## src/rtl/legv8_pkg.sv

```systemverilog
// Shared LEGv8 branch/PC types and constants for the PC sequencer.
// Latency: n/a (types and constants only).
// Backpressure: n/a.
package legv8_pkg;

  // Branch class presented by the EX stage
  typedef enum logic [2:0] {
    BT_NONE  = 3'd0,
    BT_B     = 3'd1,
    BT_CBZ   = 3'd2,
    BT_CBNZ  = 3'd3,
    BT_BCOND = 3'd4,
    BT_BR    = 3'd5
  } br_type_t;

  // ARM condition codes carried in the B.cond instruction
  typedef enum logic [3:0] {
    C_EQ = 4'h0, C_NE = 4'h1, C_CS = 4'h2, C_CC = 4'h3,
    C_MI = 4'h4, C_PL = 4'h5, C_VS = 4'h6, C_VC = 4'h7,
    C_HI = 4'h8, C_LS = 4'h9, C_GE = 4'hA, C_LT = 4'hB,
    C_GT = 4'hC, C_LE = 4'hD, C_AL = 4'hE, C_NV = 4'hF
  } cond_t;

  // Word offsets become byte offsets by this shift; sequential fetch steps by INSTR_BYTES
  localparam int          INSTR_SHIFT = 2;
  localparam logic [63:0] INSTR_BYTES = 64'd4;

  // RUN: normal fetch; HOLD: frozen by stall; REDIR: one-cycle shadow after a taken branch
  typedef enum logic [1:0] {
    ST_RUN   = 2'd0,
    ST_HOLD  = 2'd1,
    ST_REDIR = 2'd2
  } pcseq_state_t;

endpackage

```

## src/rtl/branch_cond_eval.sv

```systemverilog
// Evaluates a B.cond condition field against the NZCV flags.
// Latency: combinational.
// Backpressure: none; pure function of its inputs.
module branch_cond_eval
  import legv8_pkg::*;
(
  input  logic [3:0] cond_i,
  input  logic [3:0] flags_i,   // {N, Z, C, V}
  output logic       taken_o
);

  logic n_flag, z_flag, c_flag, v_flag;
  assign n_flag = flags_i[3];
  assign z_flag = flags_i[2];
  assign c_flag = flags_i[1];
  assign v_flag = flags_i[0];

  // Flat decode of the ARM condition table; AL and NV are both unconditional here
  always_comb begin
    taken_o = 1'b0;
    case (cond_t'(cond_i))
      C_EQ:    taken_o = z_flag;
      C_NE:    taken_o = ~z_flag;
      C_CS:    taken_o = c_flag;
      C_CC:    taken_o = ~c_flag;
      C_MI:    taken_o = n_flag;
      C_PL:    taken_o = ~n_flag;
      C_VS:    taken_o = v_flag;
      C_VC:    taken_o = ~v_flag;
      C_HI:    taken_o = c_flag & ~z_flag;
      C_LS:    taken_o = ~c_flag | z_flag;
      C_GE:    taken_o = (n_flag == v_flag);
      C_LT:    taken_o = (n_flag != v_flag);
      C_GT:    taken_o = ~z_flag & (n_flag == v_flag);
      C_LE:    taken_o = z_flag | (n_flag != v_flag);
      C_AL:    taken_o = 1'b1;
      C_NV:    taken_o = 1'b1;
      default: taken_o = 1'b0;
    endcase
  end

endmodule

```

## src/rtl/pc_sequencer.sv

```systemverilog
// Owns the fetch PC: resolves EX-stage branches, redirects, flushes IF/ID, freezes on stall.
// Latency: 1 cycle from branch in EX to redirected PC_OUT and FLUSH.
// Backpressure: STALL holds PC_OUT; a taken branch in RUN overrides STALL.
module pc_sequencer
  import legv8_pkg::*;
#(
  parameter logic [63:0] RESET_PC = 64'h0,
  parameter int          CNT_W    = 32
) (
  input  logic             CLK,
  input  logic             RESET,
  input  logic             STALL,
  input  logic             BR_VALID,
  input  logic [2:0]       BR_TYPE,
  input  logic [63:0]      BR_PC,
  input  logic [63:0]      SIGN_EXTEND,
  input  logic [63:0]      REG_DATA,
  input  logic [3:0]       COND,
  input  logic [3:0]       FLAGS,
  output logic [63:0]      PC_OUT,
  output logic             PC_VALID,
  output logic             FLUSH,
  output logic [CNT_W-1:0] TAKEN_CNT
);

  pcseq_state_t     state_q;
  logic [63:0]      pc_q;
  logic             pc_vld_q;
  logic             flush_q;
  logic [CNT_W-1:0] cnt_q;
  logic [CNT_W-1:0] cnt_d;

  logic             cond_taken;
  logic             br_taken;
  logic [63:0]      br_tgt;
  logic [63:0]      pc_plus4;

  branch_cond_eval u_cond (
    .cond_i  (COND),
    .flags_i (FLAGS),
    .taken_o (cond_taken)
  );

  // BR jumps to the register as-is; all others are PC-relative with word offsets (wraps mod 2^64)
  assign br_tgt   = (br_type_t'(BR_TYPE) == BT_BR) ? REG_DATA
                                                   : BR_PC + (SIGN_EXTEND << INSTR_SHIFT);
  assign pc_plus4 = pc_q + INSTR_BYTES;
  assign cnt_d    = (&cnt_q) ? cnt_q : cnt_q + CNT_W'(1);

  // Per-class taken decision; unknown encodings never branch
  always_comb begin
    br_taken = 1'b0;
    case (br_type_t'(BR_TYPE))
      BT_B:     br_taken = 1'b1;
      BT_BR:    br_taken = 1'b1;
      BT_CBZ:   br_taken = (REG_DATA == 64'd0);
      BT_CBNZ:  br_taken = (REG_DATA != 64'd0);
      BT_BCOND: br_taken = cond_taken;
      default:  br_taken = 1'b0;
    endcase
  end

  // Sequencer FSM with registered PC, valid, flush and taken counter
  always_ff @(posedge CLK) begin
    if (RESET) begin
      state_q  <= ST_RUN;
      pc_q     <= RESET_PC;
      pc_vld_q <= 1'b0;
      flush_q  <= 1'b0;
      cnt_q    <= '0;
    end else begin
      pc_vld_q <= 1'b1;
      flush_q  <= 1'b0;
      case (state_q)
        ST_RUN: begin
          if (BR_VALID && br_taken) begin
            pc_q    <= br_tgt;
            flush_q <= 1'b1;
            cnt_q   <= cnt_d;
            state_q <= ST_REDIR;
          end else if (STALL) begin
            state_q <= ST_HOLD;
          end else begin
            pc_q <= pc_plus4;
          end
        end
        // EX is frozen (HOLD) or on the wrong path (REDIR): branches are not looked at
        ST_HOLD, ST_REDIR: begin
          if (!STALL) begin
            pc_q    <= pc_plus4;
            state_q <= ST_RUN;
          end
        end
        default: state_q <= ST_RUN;
      endcase
    end
  end

  assign PC_OUT    = pc_q;
  assign PC_VALID  = pc_vld_q;
  assign FLUSH     = flush_q;
  assign TAKEN_CNT = cnt_q;

endmodule

```

## config.mk

```make
export PLATFORM = sky130hd
export DESIGN_NAME = pc_sequencer
export DESIGN_NICKNAME = d
export VERILOG_FILES = /design/src/rtl/legv8_pkg.sv /design/src/rtl/branch_cond_eval.sv /design/src/rtl/pc_sequencer.sv
export SDC_FILE = /design/constraint.sdc
export NUM_CORES = 1
export LEC_CHECK = 0
export BUFFER_PORTS_ARGS = -buffer_cell sky130_fd_sc_hd__buf_2
export CAP_MARGIN = 40
export CORE_ASPECT_RATIO = 0.6
export CORE_MARGIN = 5
export CORE_UTILIZATION = 34
export CTS_CLUSTER_SIZE = 16
export DETAILED_ROUTE_END_ITERATION = 16
export PLACE_DENSITY = 0.66
export SYNTH_ARGS = -nofsm -noshare
export SYNTH_HDL_FRONTEND = slang
export SYNTH_HIERARCHICAL = 1
export SYNTH_SLANG_ARGS = --single-unit
```

## constraint.sdc

```tcl
create_clock -name CLK -period 4.05 [get_ports CLK]
set_input_delay 0.2025 -clock CLK [delete_from_list [all_inputs] [get_ports CLK]]
set_output_delay 0.2025 -clock CLK [all_outputs]
set_load 0.005 [all_outputs]
```

==> results.sh <==
export IMPL_outcome="completed"
export IMPL_detail_route_antenna_nets=0
export IMPL_via_count=12500
export IMPL_drt_pass1_iter_count=5
export IMPL_synth_compound_area_share_pct=28.6
export IMPL_initial_core_util_pct=34.8
export IMPL_crit_chain="nand4_4 > nor4_4 > and3_4 > nand4_1 > nor2_2 > nand3_1 > a21oi_1 > o22ai_1 > a211oi_1 > and3_1"
export IMPL_wire_per_inst_um=21.1
export IMPL_io_pin_count=305
export IMPL_cp_num_buf_inv=0
export IMPL_clk_path_buf_depth=2
export IMPL_cts_tree="done"
export IMPL_rsz0062_at_grt="false"
export IMPL_dpl_hpwl_um=35900
export IMPL_synth_top_family_by_area="simple AND/OR/NAND/NOR gates"
export IMPL_synth_area_sq_mm=0.0101
export IMPL_placedCellCount=2113
export IMPL_synth_area_per_cell_sq_um=6.97
export IMPL_wl_met2_um=18200
export IMPL_startpoint="PC_OUT[10]"
export IMPL_worstSetupPathType="reg2reg"
export IMPL_cts_sinks=100
export IMPL_drcViolationCount=0
export IMPL_r2r_start="PC_OUT[10]"
export IMPL_clk_latency_ps=370
export IMPL_crit_end="PC_OUT[56]"
export IMPL_syn_inst=1453
export IMPL_synthXorXnorAreaFrac_pct=7.79
export IMPL_cts_clk_slew_worst_paths_ps=80
export IMPL_reg2reg_to="PC_OUT[56]"
export IMPL_power_w=0.00347
export IMPL_synth_ff_type="dfxtp_1"
export IMPL_slowest_delay_ps=530
export IMPL_grt_max_degree=81
export IMPL_cp_slowest_cell="dfxtp_1"
export IMPL_routed_wl_um=45100
export IMPL_grt_total_usage_pct=25.3
export IMPL_crit_path_start_kind="flip-flop"
export IMPL_cp_max_fo=8
export IMPL_relSlewSlack_pct=38.6
export IMPL_pwr_density_cell_mw_per_mm2=278
export IMPL_fin_skew_ps=9.38
export IMPL_clock_fmax_mhz=313
export IMPL_htreeDepth=3
export IMPL_ir_drop_mv=0.193
export IMPL_nets=1997
export IMPL_leakage_nw=5.31
export IMPL_crit_arrival_ps=3520
export IMPL_drt_iter0_markers=1402
export IMPL_cts_resized_gates=0
export IMPL_tightest_slew_ps=921
export IMPL_final_instance_count_excl_fill=2135
export IMPL_crit_family="simple AND/OR/NAND/NOR gates"
export IMPL_core_area_sq_mm=0.0291
export IMPL_layout_commonest_cell="buf_2"
export IMPL_ys_warnings_count=6
export IMPL_finalSetupTns_ps=0
export IMPL_dieArea_sq_mm=0.0334
export IMPL_end_kind="flip-flop"
export IMPL_cp_depth=10
export IMPL_synth_seq_cells=100
export IMPL_syn_nets=1726
export IMPL_synth_cell_types=89
export IMPL_die_x_um=233
export IMPL_finalHoldViolations=0
export IMPL_ctsHoldBuffers=0
export IMPL_cap_violations=0
export IMPL_required_ps=4370
export IMPL_fin_util_pct=42.9
export IMPL_synth_edff_count=0
export IMPL_period_minus_slack_ps=3200
export IMPL_gr_total_overflow=0
export IMPL_io_buffers=302
export IMPL_die_y_um=144
export IMPL_rrSetupSlack_ps=850
export IMPL_grt_pass1_wl_um=66700
export IMPL_layout_worst_path_cycle_share_pct=79.0
export IMPL_clockRootBuffer="clkbuf_16"
export IMPL_synthSimpleGateAreaFrac_pct=30.6
export IMPL_final_cell_mix="buf_2 (302), nor2_1 (165), a21oi_1 (163)"
export IMPL_setup_viol=0
export IMPL_drv_slew=0
export IMPL_grt_pass1_vias=11300
export IMPL_synth_async_reset_ratio_pct=0
export IMPL_post_cts_buffers=0
export IMPL_drive_above_1_share_pct=22.5
export IMPL_cts_buffers=9
export IMPL_area_growth_pct=23.4
export IMPL_antenna_found_initial=10
export IMPL_synthAdderAreaFrac_pct=8.23
export IMPL_via_per_inst=5.85
export IMPL_wl_met1_um=21100
export IMPL_ys_seq_area_share_pct=19.8
export IMPL_fp_row_count=48
export IMPL_wl_met3_um=4730
export IMPL_reg2reg_depth=10
export IMPL_synth_area_mux_share_pct=0.915
export IMPL_gp_congestion=0.960
export IMPL_routed_top_layer="met5"
export IMPL_hold_class="in2reg"
==> logic make-up after synthesis <==
family	count (synthesis)
adder cells (fa/ha/maj)	66
AND/OR/NAND/NOR	620
buffers and inverters	102
multiplexers	9
XOR/XNOR	90
AO/OA/AOI/OAI	466
flip-flops	100
==> routing by layer <==
layer | up-vias | track usage [%]
met5 | - | 0
met4 | 8 | 6.34
met3 | 58 | 6.64
met2 | 662 | 36.0
met1 | 5805 | 37.8
li1 | 5947 | -
==> worst min-delay path by stage <==
stage | endpoint | slack (ps) | depth (start not counted) | from
final | PC_OUT[39] | 120 | 3 | REG_DATA[39]
after global routing | PC_OUT[39] | 130 | 3 | REG_DATA[39]
after CTS | PC_OUT[39] | 100 | 3 | REG_DATA[39]
after detailed placement | PC_OUT[1] | 450 | 2 | PC_OUT[1]
after global placement | PC_OUT[1] | 440 | 2 | PC_OUT[1]
after floorplan | PC_OUT[39] | 360 | 2 | REG_DATA[39]
==> worst min-delay path: cells and delay by family <==
kind / cells / cell delay (ps)
AOI/OAI and AO/OA: 1 / 70
and+or+nand+nor: 1 / 50
buffers and inverters: 1 / 110
==> registers in the layout (all words and copies together), names as in the netlist <==
signal / flops
TAKEN_CNT: 32
PC_OUT: 64
state_q: 2
FLUSH: 1
PC_VALID: 1
==> cells in the mapped netlist, types with 5 or more instances <==
| master | number | share of area, % |
|---|---|---|
| o211ai_1 | 10 | 0.74 |
| or3_1 | 7 | 0.43 |
| a221oi_1 | 6 | 0.52 |
| buf_2 | 7 | 0.35 |
| and2_1 | 8 | 0.49 |
| and4_1 | 9 | 0.78 |
| o221ai_1 | 9 | 0.78 |
| o21bai_1 | 14 | 1.0 |
| nand2_1 | 161 | 6.0 |
| nor2_1 | 166 | 6.2 |
| o21ai_0 | 70 | 3.5 |
| o22ai_1 | 14 | 0.87 |
| nor3_1 | 42 | 2.1 |
| nor2b_1 | 19 | 1.2 |
| and3_1 | 29 | 1.8 |
| nor4_1 | 27 | 1.7 |
| nor3b_1 | 12 | 0.89 |
| dfxtp_1 | 100 | 20 |
| ha_1 | 65 | 8.0 |
| a21oi_1 | 163 | 8.1 |
| xnor2_1 | 51 | 4.4 |
| inv_1 | 21 | 0.78 |
| o31ai_1 | 5 | 0.37 |
| a21o_1 | 24 | 1.8 |
| clkbuf_1 | 66 | 2.4 |
| a211o_1 | 7 | 0.61 |
| nand4_1 | 48 | 3.0 |
| a31oi_1 | 29 | 1.8 |
| xor2_1 | 39 | 3.4 |
| a311oi_1 | 5 | 0.43 |
| nand3_1 | 52 | 2.6 |
| a211oi_1 | 24 | 1.8 |
| o21ai_1 | 35 | 1.7 |
| o21a_1 | 8 | 0.59 |
| nand2b_1 | 6 | 0.37 |
| mux2i_1 | 7 | 0.69 |
==> stage by stage <==
| stage | worst slack [ps] | cell area [sq um] | hold WS, ps |
|---|---|---|---|
| after floorplan | 1100 | 10100 | 356 |
| after global placement | 544 | 12100 | 443 |
| after detailed placement | 549 | 12200 | 448 |
| after CTS | 939 | 12500 | 99.3 |
| after global routing | 669 | 12500 | 130 |
| final | 852 | 12500 | 116 |
==> cell type report <==
| class | count | area, sq um |
|---|---|---|
| diodes | 6 | 15.0 |
| inverters | 22 | 82.6 |
| repair buffers | 340 | 1870 |
| multi-input cells | 1251 | 7720 |
| well taps | 400 | 500 |
| fillers | 3126 | 16600 |
| flip-flops and latches | 100 | 2000 |
| clock inverters | 7 | 67.6 |
| clock buffers | 9 | 225 |
==> power breakdown <==
part           switching, W  total, W  internal [W]
Sequential         0.000104   0.00116       0.00105
Combinational      0.000842   0.00141      0.000564
Clock              0.000473  0.000909      0.000436
Power figures use the tool's default switching activity.
